<file path="src/rtl/matrix_scroll_loader.sv">
// Scrolling column feeder for the dot-matrix driver.
// Sweeps a COLS-wide window of a pattern RAM into Matrix.
module matrix_scroll_loader #(
  parameter int DEPTH      = 32,
  parameter int AW         = 5,
  parameter int COLS       = 16,
  parameter int SCROLL_DIV = 1000000
) (
  input  logic          CLK,
  input  logic          RESET,
  input  logic          enable,
  input  logic          refresh,
  input  logic          wr_en,
  input  logic [AW-1:0] wr_addr,
  input  logic [15:0]   wr_data,
  output logic [4:0]    column_id,
  output logic [15:0]   in_column,
  output logic          IN_CLR,
  output logic          LOAD,
  output logic          busy,
  output logic [AW-1:0] offset
);

  localparam int CW = (SCROLL_DIV > 2) ? $clog2(SCROLL_DIV) : 1;

  typedef enum logic [1:0] {
    IDLE,
    CLR,
    SWEEP
  } state_t;

  state_t state, state_nx;

  logic [CW-1:0] cnt;
  logic          tick;
  logic          req;
  logic          pending;
  logic          adv;
  logic          start;
  logic          last;
  logic          rd_en;
  logic [AW-1:0] idx;
  logic [AW-1:0] rd_addr;
  logic [15:0]   ram [DEPTH];

  assign tick = enable && (cnt == CW'(SCROLL_DIV - 1));
  assign req  = tick || refresh;
  assign last = (idx == AW'(COLS - 1));
  assign column_id = 5'(idx);

  always_comb begin
    state_nx = state;
    IN_CLR   = 1'b0;
    LOAD     = 1'b0;
    busy     = 1'b0;
    rd_en    = 1'b0;
    start    = 1'b0;
    rd_addr  = offset;
    unique case (state)
      IDLE: begin
        if (pending || req) begin
          state_nx = CLR;
          start    = 1'b1;
        end
      end
      CLR: begin
        IN_CLR   = 1'b1;
        busy     = 1'b1;
        rd_en    = 1'b1;
        state_nx = SWEEP;
      end
      SWEEP: begin
        LOAD    = 1'b1;
        busy    = 1'b1;
        // prefetch the next column while this one is on the bus
        rd_addr = offset + idx + AW'(1);
        rd_en   = !last;
        if (last) state_nx = IDLE;
      end
      default: state_nx = IDLE;
    endcase
  end

  always_ff @(posedge CLK or posedge RESET) begin
    if (RESET) state <= IDLE;
    else       state <= state_nx;
  end

  always_ff @(posedge CLK or posedge RESET) begin
    if (RESET)        cnt <= '0;
    else if (!enable) cnt <= '0;
    else if (tick)    cnt <= '0;
    else              cnt <= cnt + 1'b1;
  end

  // requests during a sweep merge into one follow-up sweep
  always_ff @(posedge CLK or posedge RESET) begin
    if (RESET) begin
      pending <= 1'b0;
      adv     <= 1'b0;
      offset  <= '0;
    end else if (start) begin
      pending <= 1'b0;
      adv     <= 1'b0;
      offset  <= offset + {{(AW-1){1'b0}}, adv | tick};
    end else if (state != IDLE) begin
      pending <= pending | req;
      adv     <= adv | tick;
    end
  end

  always_ff @(posedge CLK or posedge RESET) begin
    if (RESET) begin
      idx       <= '0;
      in_column <= '0;
    end else begin
      if (state == CLR)
        idx <= '0;
      else if (state == SWEEP && !last)
        idx <= idx + AW'(1);
      if (rd_en)
        in_column <= ram[rd_addr];
    end
  end

  always_ff @(posedge CLK) begin
    if (wr_en) ram[wr_addr] <= wr_data;
  end

endmodule
</file>
<file path="config.mk">
export PLATFORM = sky130hd
export DESIGN_NAME = matrix_scroll_loader
export DESIGN_NICKNAME = d
export VERILOG_FILES = /design/src/rtl/matrix_scroll_loader.sv
export SDC_FILE = /design/constraint.sdc
export NUM_CORES = 1
export LEC_CHECK = 0
export ABC_AREA = 1
export BUFFER_PORTS_ARGS = -buffer_cell sky130_fd_sc_hd__buf_4
export CORE_ASPECT_RATIO = 1.75
export CORE_MARGIN = 2
export CORE_UTILIZATION = 55
export CTS_CLUSTER_SIZE = 24
export DETAILED_ROUTE_END_ITERATION = 6
export PLACE_DENSITY = 0.74
export SYNTH_ARGS = -nofsm -noshare
export SYNTH_HDL_FRONTEND = slang
export SYNTH_SLANG_ARGS = --single-unit
export TNS_END_PERCENT = 5
</file>
<file path="constraint.sdc">
create_clock -name CLK -period 3.1 [get_ports CLK]
set_input_delay 0.465 -clock CLK [delete_from_list [all_inputs] [get_ports CLK]]
set_output_delay 0.465 -clock CLK [all_outputs]
set_load 0.03 [all_outputs]
</file>
* After elaboration in Yosys (flattened, before gate mapping)
Memory sizes are Yosys's and may differ from the RTL's. A register that Yosys moved wholly into a read port is not among the register bits.
Cells that the tools add are included.
** Word-level totals
- Flip-flop bits (word level) :: 34
- Latch bits :: 0
- RAM bits :: 512
- Memory bits (read-only) :: 0
- Output and inout port bits :: 29
- Word-level logic and storage cells :: 51
- Memories :: 1
** Operators by class
- Add/sub/neg operators :: 5
- Multipliers :: 0
- Divide/modulo/power cells :: 0
- Magnitude comparators :: 0
- Equality and inequality tests :: 6
- Shift operators :: 0
- Mux-type cells :: 20
- Bitwise logic cells :: 2
- Reduce and logical (&&, ||, !) cells :: 11
** Memory list
- ram :: words 32, bits a word 16, read ports 1, clocked after Yosys merged registers in 1, write ports 1, line 44 : logic [15:0] ram [DEPTH];
** Operator list (number)
- 20-bit 2-to-1 mux :: 2
- 20-bit by 1-bit adder with 20-bit output, second input constant :: 1
- 20-bit == test, second input constant :: 1
- 5-bit 2-to-1 mux :: 3
- 1-bit 2-to-1 mux :: 11
- 5-bit by 1-bit adder with 5-bit output, second input constant :: 2
- 2-bit case mux with 3 select lines :: 1
- 2-bit nonzero test :: 3
- 5-bit by 1-bit adder with 5-bit output :: 1
- 5-bit adder :: 1
- 5-bit by 4-bit == test with 1-bit output, second input constant :: 1
- 2-bit 2-to-1 mux :: 2
- 2-bit inequality test, second input constant :: 2
- 2-bit by 1-bit == test with 1-bit output, second input constant :: 1
- 2-bit == test, second input constant :: 1
- 1-bit logical AND :: 2
- 2-bit zero test :: 1
- 1-bit logical OR :: 2
- 1-bit OR :: 2
- 1-bit case mux with 2 select lines :: 1
- 2-bit AND reduction :: 1
- 2-bit OR reduction :: 1
- 1-bit zero test :: 1

* Longest topological paths before layout
- Depth after elaboration :: 7
- Mapped depth :: 17

* Worst setup path after synthesis
No wires, ideal clock.
- Path type :: register to register
- Start point :: register offset[0]
- End point :: register in_column[15], read port of ram
- Setup time :: 117 ps
- Data arrival time :: 2351 ps
- Data required time :: 2983 ps
- Setup slack :: 632 ps
- Stages on the path, launching flop included :: 15
- Path buffers :: 2
- Clock period less this slack :: 2468 ps
- Path through :: dfrtp_1 > inv_1 > ha_1 > inv_1 > fa_1 > o21ai_1 > buf_2 > buf_2 > nand3_1 > nand3_1 > nand3_1 > nand3_1 > nand2_1 > nand2_1 > nand2_1
** On the way
- Word-level cells in the longest chain between the ends :: 3
** Ends and longest elaborated chain
- start, declared :: line 21 : output logic [AW-1:0] offset
- start signal, assigned :: line 105 : offset <= offset + {{(AW-1){1'b0}}, adv | tick};
- 5-bit adder :: line 76 : rd_addr = offset + idx + AW'(1);
- 5-bit by 1-bit adder with 5-bit output :: line 76
- 5-bit 2-to-1 mux * :: line 59 : unique case (state)
- end, declared :: line 17 : output logic [15:0] in_column,
Mark *: on every way between the ends. The rest lies on a longest branch, timed or not.
A chain may end at the register's enable or synchronous reset.

* Worst setup path after layout
- Start point :: register offset[0]
- End point :: register in_column[7], read port of ram
Same word-level chain as after synthesis.

==> summary.txt <==
Finish
  – Fin cells: 3136
  – Post-Layout Inst Area: around 28000 um2
  – Multi-input logic area: 6279 um2
  – Share of layout cells above drive strength 1: 8.675%
  – Reg area: between 15000 and 20000 um2
  – Layout area overhead: 12.52%
  – N_diodes: 0
  – FILL cells: roughly 3400
  – Nets: 2561

Worst setup path
  – Worst path required time: 3.58 ns
  – Setup CP Type: reg -> reg
  – Worst setup EP type: flop
  – Crit Path Max Fanout: between 90 and 100
  – CP Launch Type: flop
  – CP startpoint: offset[0]
  – Worst r2r src: offset[0]
  – Worst EP arrival: between 3 and 4 ns

Detailed routing
  – Vias: 18319
  – Pre-Repair DR Iteration Count: 7
  – Routed Antenna Nets: 0
  – Via-to-Cell Ratio: 5.842
  – DRC Markers: 3
  – 1st-iter DRT viols: between 2000 and 2500
  – DR WL/cell: 22.07 um
  – Total wire length: 69.20 mm

Clocking
  – H-tree depth: 2
  – Root buf cell: clkbuf_16
  – CTS Buf Count: 48
  – Clock tree sinks: 562
  – CTS tree: yes
  – Clock Tree Buf Depth: 3
  – Clock Latency Late Sink: roughly 0.60 ns
  – Clock-pin slew on the worst setup and hold paths: 0.07 ns

STA
  – Setup violators final: 0
  – Highest clock rate: 0.3400 GHz
  – Worst slew pin tran: about 0.87 ns
  – Relative slew margins: a little over two fifths
  – Final max-slew violation count: 0
  – Hold_ws: 0.05588 ns
  – Clock skew: 0.03044 ns
  – Final min period: 2.941 ns
  – Hold Fails Final Rpt: 0
  – Period utilization: 94.86%

Global routing
  – Initial antenna violation count: 0
  – Largest net degree at the start of global routing: 100
  – GRT overflow: 0
  – Total GRT Usage: ~30%
  – First-pass GRT wire length: between 100 and 150 mm
  – Vias in the first global route: between 15000 and 20000

Pwr
  – Cell area power density: 874.7 nW/um2
  – P_leak: 11.99 nW
  – Peak supply drop: 886.2 uV

Yosys
  – Net Count, Synth: 2500
  – Main combinational cell family by area after synthesis: simple AND/OR/NAND/NOR gates
  – Distinct cells, synth: 33
  – Compound-gate portion of the synthesized area: less than 1%
  – Adder-Cell Fraction of Synth Area: 0.6815%
  – Yosys reg bits: approximately 560
  – Mean post-synth cell area: around 10 um2
  – Post-synthesis mux area share: 0%
  – Synth async-reset ratio: 8.897%
  – Yosys warns: 0
  – Simple-gate portion of the synthesized area: 23.28%
  – Post-Synth XOR/XNOR Area: 0.4209%
  – Register area share after synthesis: 66.59%
  – Top FF cell, synth: edfxtp_1
  – Synth Instances: around 2500
  – Post-Syn Area: 24970 um2
  – Number of enable flip-flop cells after synthesis: 512

Floorplan
  – Row cnt: 103
  – Core box area: 44980 um2
  – Die Wd: approximately 170 um
  – Io pins: 55
  – Die height: 285.9 um
  – Die area: 47180 um2
  – Initial Utilization: ~56%

Placement
  – Dpl cells: ~3000
  – Placed Area: between 20000 and 30000 um2
  – Final HPWL DP: 42.21 mm
  – Final GP Congestion: about 0.9
  – I/O Buffers: between 50 and 60

Worst hold path
  – Worst min path class: in -> async

Status
  – Status: finished with violations
  – Failing checks: design-rule violations

Job
  – Maxcap violations: 0
==> layout make-up <==
cell class / instances / area share, %
clock buffer: 64 / 4.596
clock inverter: 23 / 1.167
inverter: 407 / 5.438
multi-input combinational: 1367 / 22.35
sequential: 562 / 59.18
tap: 577 / 2.570
timing repair buffer: 136 / 4.703
==> where the power goes <==
| group | leakage (nW) | total [W] | internal [W] | switching [W] |
|---|---|---|---|---|
| combinational | 5.94 | 0.00962 | 0.00290 | 0.00672 |
| sequential | 5.28 | 0.00870 | 0.00850 | 0.000194 |
| clock | 0.774 | 0.00625 | 0.00353 | 0.00272 |
==> kinds of logic (layout without fill, tap and decap cells) <==
group                      count (synthesis)  after routing
buffers and inverters                    532            630
and+or+nand+nor                         1320           1320
AOI/OAI and AO/OA                         22             22
xor gates and xnor gates                  12             12
adders and majority gates                 13             13
DFF                                      562            562
==> sequential cells by signal, indices dropped and copies added, names as in the netlist <==
register / cells
adv: 1
offset: 5
column_id: 5
cnt: 20
state: 2
ram: 512
in_column: 16
pending: 1
==> cells in the mapped netlist (all sizes together), types with 2 or more instances <==
master / n / area, um2
nand2: 629 / 2379
nand3: 597 / 2988
edfxtp: 512 / 15370
inv: 407 / 1528
buf: 97 / 495.5
nor2: 65 / 249.0
dfrtp: 50 / 1251
clkbuf: 28 / 105.1
nand3b: 16 / 120.1
ha: 12 / 150.1
a21oi: 8 / 43.79
o21ai: 8 / 40.04
xor2: 7 / 61.31
nor3: 5 / 25.02
xnor2: 5 / 43.79
nand4: 3 / 18.77
or2: 3 / 18.77
a211oi: 2 / 15.01
==> what timing repair did <==
action / CTS / global route
buffers inserted: 0 / 3
endpoints found under the setup margin: 0 / 5
resized for setup: 0 / 1
hold buffers: 0 / 0
==> path summary, 6_finish.rpt <==
kind	to	slack (ns)	depth (start not counted)
worst max-delay path	in_column[7]	0.16	14
worst min-delay path	in_column[4]	0.06	2
worst max register to register	in_column[7]	0.16	14
worst min register to register	in_column[10]	0.50	2
max in group asynchronous	in_column[12]	2.28	3
min in group CLK	pending	0.22	3
==> per-layer routing <==
layer  wire length, um  global-route usage [%]  vias up
met5                 0                       0        -
met1             23860                   35.92     8767
met2             34540                   50.02     1101
li1                  -                       -     8227
met4              4418                   17.74        0
met3              6385                   4.205      224
==> per-stage QoR <==
stage | utilization [%] | setup WS (ns) | setup TNS (ns) | total power, W
2_1_floorplan | - | 0.6319 | 0 | 0.01459
3_3_place_gp | 58.80 | 0.08729 | 0 | 0.01802
3_5_place_dp | 58.80 | 0.08558 | 0 | 0.01814
4_1_cts | 62.40 | 0.04889 | 0 | 0.02438
5_1_grt | 62.46 | -0.002330 | -0.002330 | 0.02558
6_report | 62.46 | 0.1592 | 0 | 0.02457
==> layout by cell type (no fill, tap or decap), drive strengths merged, types with 3 or more instances in the layout <==
cell      count
nand2       629
nand3       597
edfxtp      512
inv         407
buf         136
nor2         65
clkbuf       64
dfrtp        50
nand3b       16
clkinv       13
ha           12
a21oi         8
o21ai         8
xor2          7
bufinv        7
nor3          5
xnor2         5
nand4         3
or2           3
clkinvlp      3
==> critical path: stages, from the launching register on <==
cell     delay [ns]
dfrtp_1        0.41
inv_1          0.10
ha_1           0.36
nand2_4        0.13
buf_12         0.39
buf_12         0.34
nand3_1        0.13
nand3_1        0.16
nand3_1        0.09
nand2_1        0.08
nand2_1        0.08
nand3_2        0.21
nand2_1        0.09
nand2_1        0.06
nand2_1        0.05
(Power assumes the default switching activity.)
